File: src/rtl/timer_pkg.sv
// rtl/timer_pkg.sv - shared state encoding and default widths for the countdown timer
package timer_pkg;

    localparam int TIMER_N_DEFAULT = 8;
    localparam int TIMER_P_DEFAULT = 4;

    typedef enum logic [1:0] {
        IDLE   = 2'd0,
        RUN    = 2'd1,
        PAUSED = 2'd2,
        DONE   = 2'd3
    } timer_state_t;

endpackage

File: src/rtl/prescaler.sv
// rtl/prescaler.sv - P-bit tick generator: one tick every presc+1 enabled cycles
module prescaler
    import timer_pkg::*;
#(
    parameter int P = TIMER_P_DEFAULT
) (
    input  logic         clk,
    input  logic         reset,
    input  logic         clr,
    input  logic         en,
    input  logic [P-1:0] presc,
    output logic         tick
);

    logic [P-1:0] r_cnt;

    // An equality compare means a presc lowered below r_cnt lets r_cnt run
    // through its natural wrap before the next tick.
    assign tick = en && (r_cnt == presc);

    always_ff @(posedge clk) begin
        if (reset || clr) begin
            r_cnt <= '0;
        end else if (en) begin
            r_cnt <= tick ? '0 : r_cnt + P'(1);
        end
    end

endmodule

File: src/rtl/countdown_timer.sv
// rtl/countdown_timer.sv - loadable prescaled down-counter with one-shot or auto-reload expiry
module countdown_timer
    import timer_pkg::*;
#(
    parameter int N = TIMER_N_DEFAULT,
    parameter int P = TIMER_P_DEFAULT
) (
    input  logic         clk,
    input  logic         reset,
    input  logic         clear,
    input  logic         load,
    input  logic [N-1:0] load_val,
    input  logic         start,
    input  logic         pause,
    input  logic         reload_en,
    input  logic [P-1:0] presc,
    output logic [N-1:0] count,
    output logic         busy,
    output logic         at_zero,
    output logic         done
);

    timer_state_t r_state;
    timer_state_t w_state_n;
    logic [N-1:0] r_count;
    logic [N-1:0] w_count_n;
    logic [N-1:0] r_reload;
    logic [N-1:0] w_reload_n;
    logic         r_done;
    logic         w_done_n;
    logic         w_tick;
    logic         w_run;
    logic         w_presc_clr;

    assign w_run       = (r_state == RUN);
    assign w_presc_clr = clear || load;

    prescaler #(.P(P)) u_prescaler (
        .clk   (clk),
        .reset (reset),
        .clr   (w_presc_clr),
        .en    (w_run),
        .presc (presc),
        .tick  (w_tick)
    );

    always_ff @(posedge clk) begin
        if (reset) begin
            r_state  <= IDLE;
            r_count  <= '0;
            r_reload <= '0;
            r_done   <= 1'b0;
        end else begin
            r_state  <= w_state_n;
            r_count  <= w_count_n;
            r_reload <= w_reload_n;
            r_done   <= w_done_n;
        end
    end

    always_comb begin
        w_state_n  = r_state;
        w_count_n  = r_count;
        w_reload_n = r_reload;
        w_done_n   = 1'b0;
        if (clear) begin
            w_state_n = IDLE;
            w_count_n = '0;
        end else if (load) begin
            w_state_n  = IDLE;
            w_count_n  = load_val;
            w_reload_n = load_val;
        end else begin
            unique case (r_state)
                IDLE: begin
                    if (start) begin
                        if (r_count != '0) begin
                            w_state_n = RUN;
                        end else begin
                            w_state_n = DONE;
                            w_done_n  = 1'b1;
                        end
                    end
                end
                RUN: begin
                    // The tick on a pause edge still counts; the freeze starts after it.
                    if (w_tick) begin
                        if (r_count > N'(1)) begin
                            w_count_n = r_count - N'(1);
                        end else if (reload_en && (r_reload != '0)) begin
                            w_count_n = r_reload;
                            w_done_n  = 1'b1;
                        end else begin
                            w_count_n = '0;
                            w_done_n  = 1'b1;
                            w_state_n = DONE;
                        end
                    end
                    if ((w_state_n == RUN) && pause && !start) begin
                        w_state_n = PAUSED;
                    end
                end
                PAUSED: begin
                    if (start) begin
                        w_state_n = RUN;
                    end
                end
                DONE: begin
                    // Count is zero here, so start only holds; no repeat pulse.
                    if (start && (r_count != '0)) begin
                        w_state_n = RUN;
                    end
                end
                default: w_state_n = IDLE;
            endcase
        end
    end

    assign count   = r_count;
    assign busy    = (r_state == RUN) || (r_state == PAUSED);
    assign at_zero = (r_count == '0);
    assign done    = r_done;

endmodule

File: config.mk
export PLATFORM = sky130hd
export DESIGN_NAME = countdown_timer
export DESIGN_NICKNAME = d
export VERILOG_FILES = /design/src/rtl/timer_pkg.sv /design/src/rtl/prescaler.sv /design/src/rtl/countdown_timer.sv
export SDC_FILE = /design/constraint.sdc
export NUM_CORES = 1
export LEC_CHECK = 0
export BUFFER_PORTS_ARGS = -buffer_cell sky130_fd_sc_hd__buf_2
export CORE_UTILIZATION = 45
export CTS_BUF_LIST = sky130_fd_sc_hd__clkbuf_8
export CTS_CLUSTER_SIZE = 40
export DETAILED_ROUTE_END_ITERATION = 12
export PLACE_DENSITY = 0.66
export SLEW_MARGIN = 20
export SYNTH_ARGS = -nofsm -noshare
export SYNTH_HDL_FRONTEND = slang
export SYNTH_SLANG_ARGS = --single-unit
File: constraint.sdc
create_clock -name clk -period 5.81 [get_ports clk]
set_clock_uncertainty 0.15 [all_clocks]
set_input_delay 0.581 -clock clk [delete_from_list [all_inputs] [get_ports clk]]
set_output_delay 0.581 -clock clk [all_outputs]
set_load 0.02 [all_outputs]
==> summary.txt <==
Run status
  • Status: complete, but fails checks
  • Failing checks: DRC

Logic synthesis
  • Yosys warns: 0
  • Compound-Gate Fraction of Synth Area: roughly 16%
  • Area leader, netlist: dfxtp_1
  • Synth Area per Inst: roughly 8.5 um^2
  • Number of synthesized flops with an enable pin: 0
  • Synth Instances: 164
  • Post-Synth XOR/XNOR Area: between 3 and 4%
  • Sequential share of the synthesized area: 33.1%
  • Multiplexer share of the synthesized area: about a tenth
  • Adder-cell share of the synthesized area: between 7 and 8%
  • Synth Area in Simple Gates: 23.7%
  • Post-synthesis register bit count: 23
  • Share of the synthesized area in the top cell type: 33.1%
  • FFs w/ async S/R, synth: 0%
  • Primary FF master, synth: dfxtp_1
  • Cell Area, Synth: around 1400 um^2
  • Largest family of logic cells by synthesized area: simple AND/OR/NAND/NOR gates
  • Number of distinct library cells after synthesis: 42
  • Top cells by area, synth: dfxtp_1, ha_1, mux2i_1, nor2_1, mux2_2
  • Syn_nets: about 190

Global routing
  • Largest net degree at the start of global routing: 17
  • Vias in the first global route: about 1100
  • Antenna violations before repair: 0
  • All-Layer GR Usage: 20.1%
  • Global route overflow: 0
  • First-pass GRT wire length: between 5000 and 6000 um

Clocking
  • Clock Path Buffers: 2
  • CTS tree: done
  • Worst-Skew Late Latency: 260 ps
  • CTS Sinks: 23
  • CTS root buffer: clkbuf_8
  • CTS HTree Levels: 1
  • Post-CTS setup buffers: 0
  • Post-CTS sizing: 0
  • Total CTS buffers: 3
  • # hold bufs at CTS: 0
  • Clock transition at the registers of the reported paths: about 80 ps

Routing
  • Vias per inst: about 5.8
  • Drt total wl: approximately 3200 um
  • DRC: 2
  • DRT iter0 DRCs: 57
  • Vias: around 1300
  • First drt pass iteration count: 8
  • DR WL/cell: ~15 um
  • Antenna Violating Nets Remaining: 0

Finish
  • Inserted Diodes: 0
  • Fin nets: about 220
  • Share of cells above drive strength 1: approximately 23%
  • Filler cells: roughly 300
  • Area growth, synth to finish: 13.5%

Die
  • Die height: between 50 and 60 um
  • DIE AREA: 3320 um^2
  • I/O pin cnt: 30
  • Core Box Area: between 2000 and 3000 um^2
  • Placement Rows: 19
  • Starting Density: 48.7%
  • Die W: about 58 um

Setup path
  • CP Max Fanout: 14
  • Kind of critical path: flop to flop
  • Startpoint Class: flop
  • Setup crit end kind: flop
  • Critical path data arrival time: around 2400 ps
  • WP data required: between 5000 and 6000 ps

Placed design
  • RD Place Congestion: about 0.79
  • Input/output buffers: 29
  • Detailed placer's ending HPWL: between 2000 and 2500 um

STA
  • Final setup vio count: 0
  • Max Fclk: 429 MHz
  • Worst slew margin: 45.4%
  • RSZ-0062 raised after global routing: false
  • Setup TNS: 0 ps
  • Worst Tran Pin Value: between 800 and 900 ps
  • Fin crit share: between 40% and 50%
  • Final slew viol count: 0
  • WHS: 382 ps
  • Final hold violation count: 0
  • Minimum clock period: roughly 2300 ps

Pwr
  • Pint: 0.242 mW
  • Combinational cell fraction of total power: 20.7%
  • Pleak: approximately 0.68 nW
  • Net switching power: roughly 0.095 mW
  • Clk pwr share: between 20 and 30%
  • Power density over cell area: between 200 and 250 nW/um^2
  • Power, Total: around 0.34 mW
  • Sequential power share: 50.2%
  • Switching Share: roughly 28%
  • Peak supply drop: ~0.13 mV

Worst hold path
  • HP Class: flop to flop

Job
  • Max Cap Viol: 0
[final timing paths]
check | start | endpoint | slack [ps] | depth (start not counted)
worst min register to register | u_prescaler.r_cnt[1] | u_prescaler.r_cnt[1] | 380 | 2
worst max-delay path | count[0] | count[4] | 3480 | 7
worst min-delay path | u_prescaler.r_cnt[1] | u_prescaler.r_cnt[1] | 380 | 2
worst max register to register | count[0] | count[4] | 3480 | 7
[cells in the final DEF (no fill, tap or decap), types with 2 or more instances in the layout]
cell type,netlist,layout
buf_2,1,29
dfxtp_1,23,23
nor2_1,20,20
nand2_1,10,10
nor3_1,9,9
mux2i_1,9,9
inv_1,8,8
a21oi_1,8,8
ha_1,8,8
a311oi_1,6,6
xor2_1,5,5
mux2_2,5,5
and3_1,4,4
nand3_1,4,4
o32ai_1,4,4
or3_1,3,3
clkbuf_8,0,3
or4_1,2,2
o21ai_0,2,2
nor4_1,2,2
a2111oi_0,2,2
nand2b_1,2,2
[power groups by stage]
stage / clock network, mW / logic (mW) / registers, mW
after floorplan: 0 / 0.0480 / 0.174
after global placement: 0 / 0.0677 / 0.172
after detailed placement: 0 / 0.0691 / 0.173
after CTS: 0.101 / 0.0694 / 0.169
after global routing: 0.108 / 0.0762 / 0.170
final: 0.0981 / 0.0698 / 0.169
[sequential cells by signal (all words and copies together), names as in the netlist]
name               cells
count                  8
done                   1
u_prescaler.r_cnt      4
r_reload               8
r_state                2
[metal layers]
layer	GRT usage, %	up-vias	routed length [um]
li1	-	642	-
met1	29.6	577	1480
met2	31.4	44	1450
met3	3.40	4	212
met4	3.14	0	19
met5	0	-	0
[logic make-up after synthesis]
group	after synthesis
AOI/OAI and AO/OA	31
buffers and inverters	18
adders and majority gates	8
muxes	14
xor gates and xnor gates	6
DFF	23
and+or+nand+nor	64
[critical path: stages, from the launching register on]
cell and delay, ps:
dfxtp_1 450, inv_1 100, ha_1 250, or2_4 290, and3_4 240, or3_1 360
a211o_1 300, a21oi_1 130
[metrics by stage]
step	instance area, um^2	setup slack, ps	util, %	std cells
6_report	1580	3480	55.3	218
5_1_grt	1580	3350	55.3	218
4_1_cts	1580	3490	55.3	218
3_5_place_dp	1530	3520	53.7	214
3_3_place_gp	1530	3540	53.7	214
2_1_floorplan	1390	3570	-	164
[Yosys cell counts (2+ instances only)]
library cell,count
nand2_1,10
nand2b_1,2
clkbuf_1,7
a311oi_1,6
or3_1,3
nor4_1,2
a2111oi_0,2
o21ai_0,2
xor2_1,5
ha_1,8
o32ai_1,4
mux2i_1,9
or4_1,2
inv_1,8
a21oi_1,8
mux2_2,5
nor3_1,9
nand3_1,4
nor2_1,20
and3_1,4
dfxtp_1,23
[final cells by class]
type,instances,area (um^2),area share [%]
multi-input combinational,123,857,54.3
sequential,23,460,29.2
timing repair buffer,29,145,9.20
clock buffer,3,41.3,2.62
tap,31,38.8,2.46
inverter,8,30.0,1.90
clock inverter,1,5.00,0.317
No activity file was read; power rests on OpenSTA's default activity.
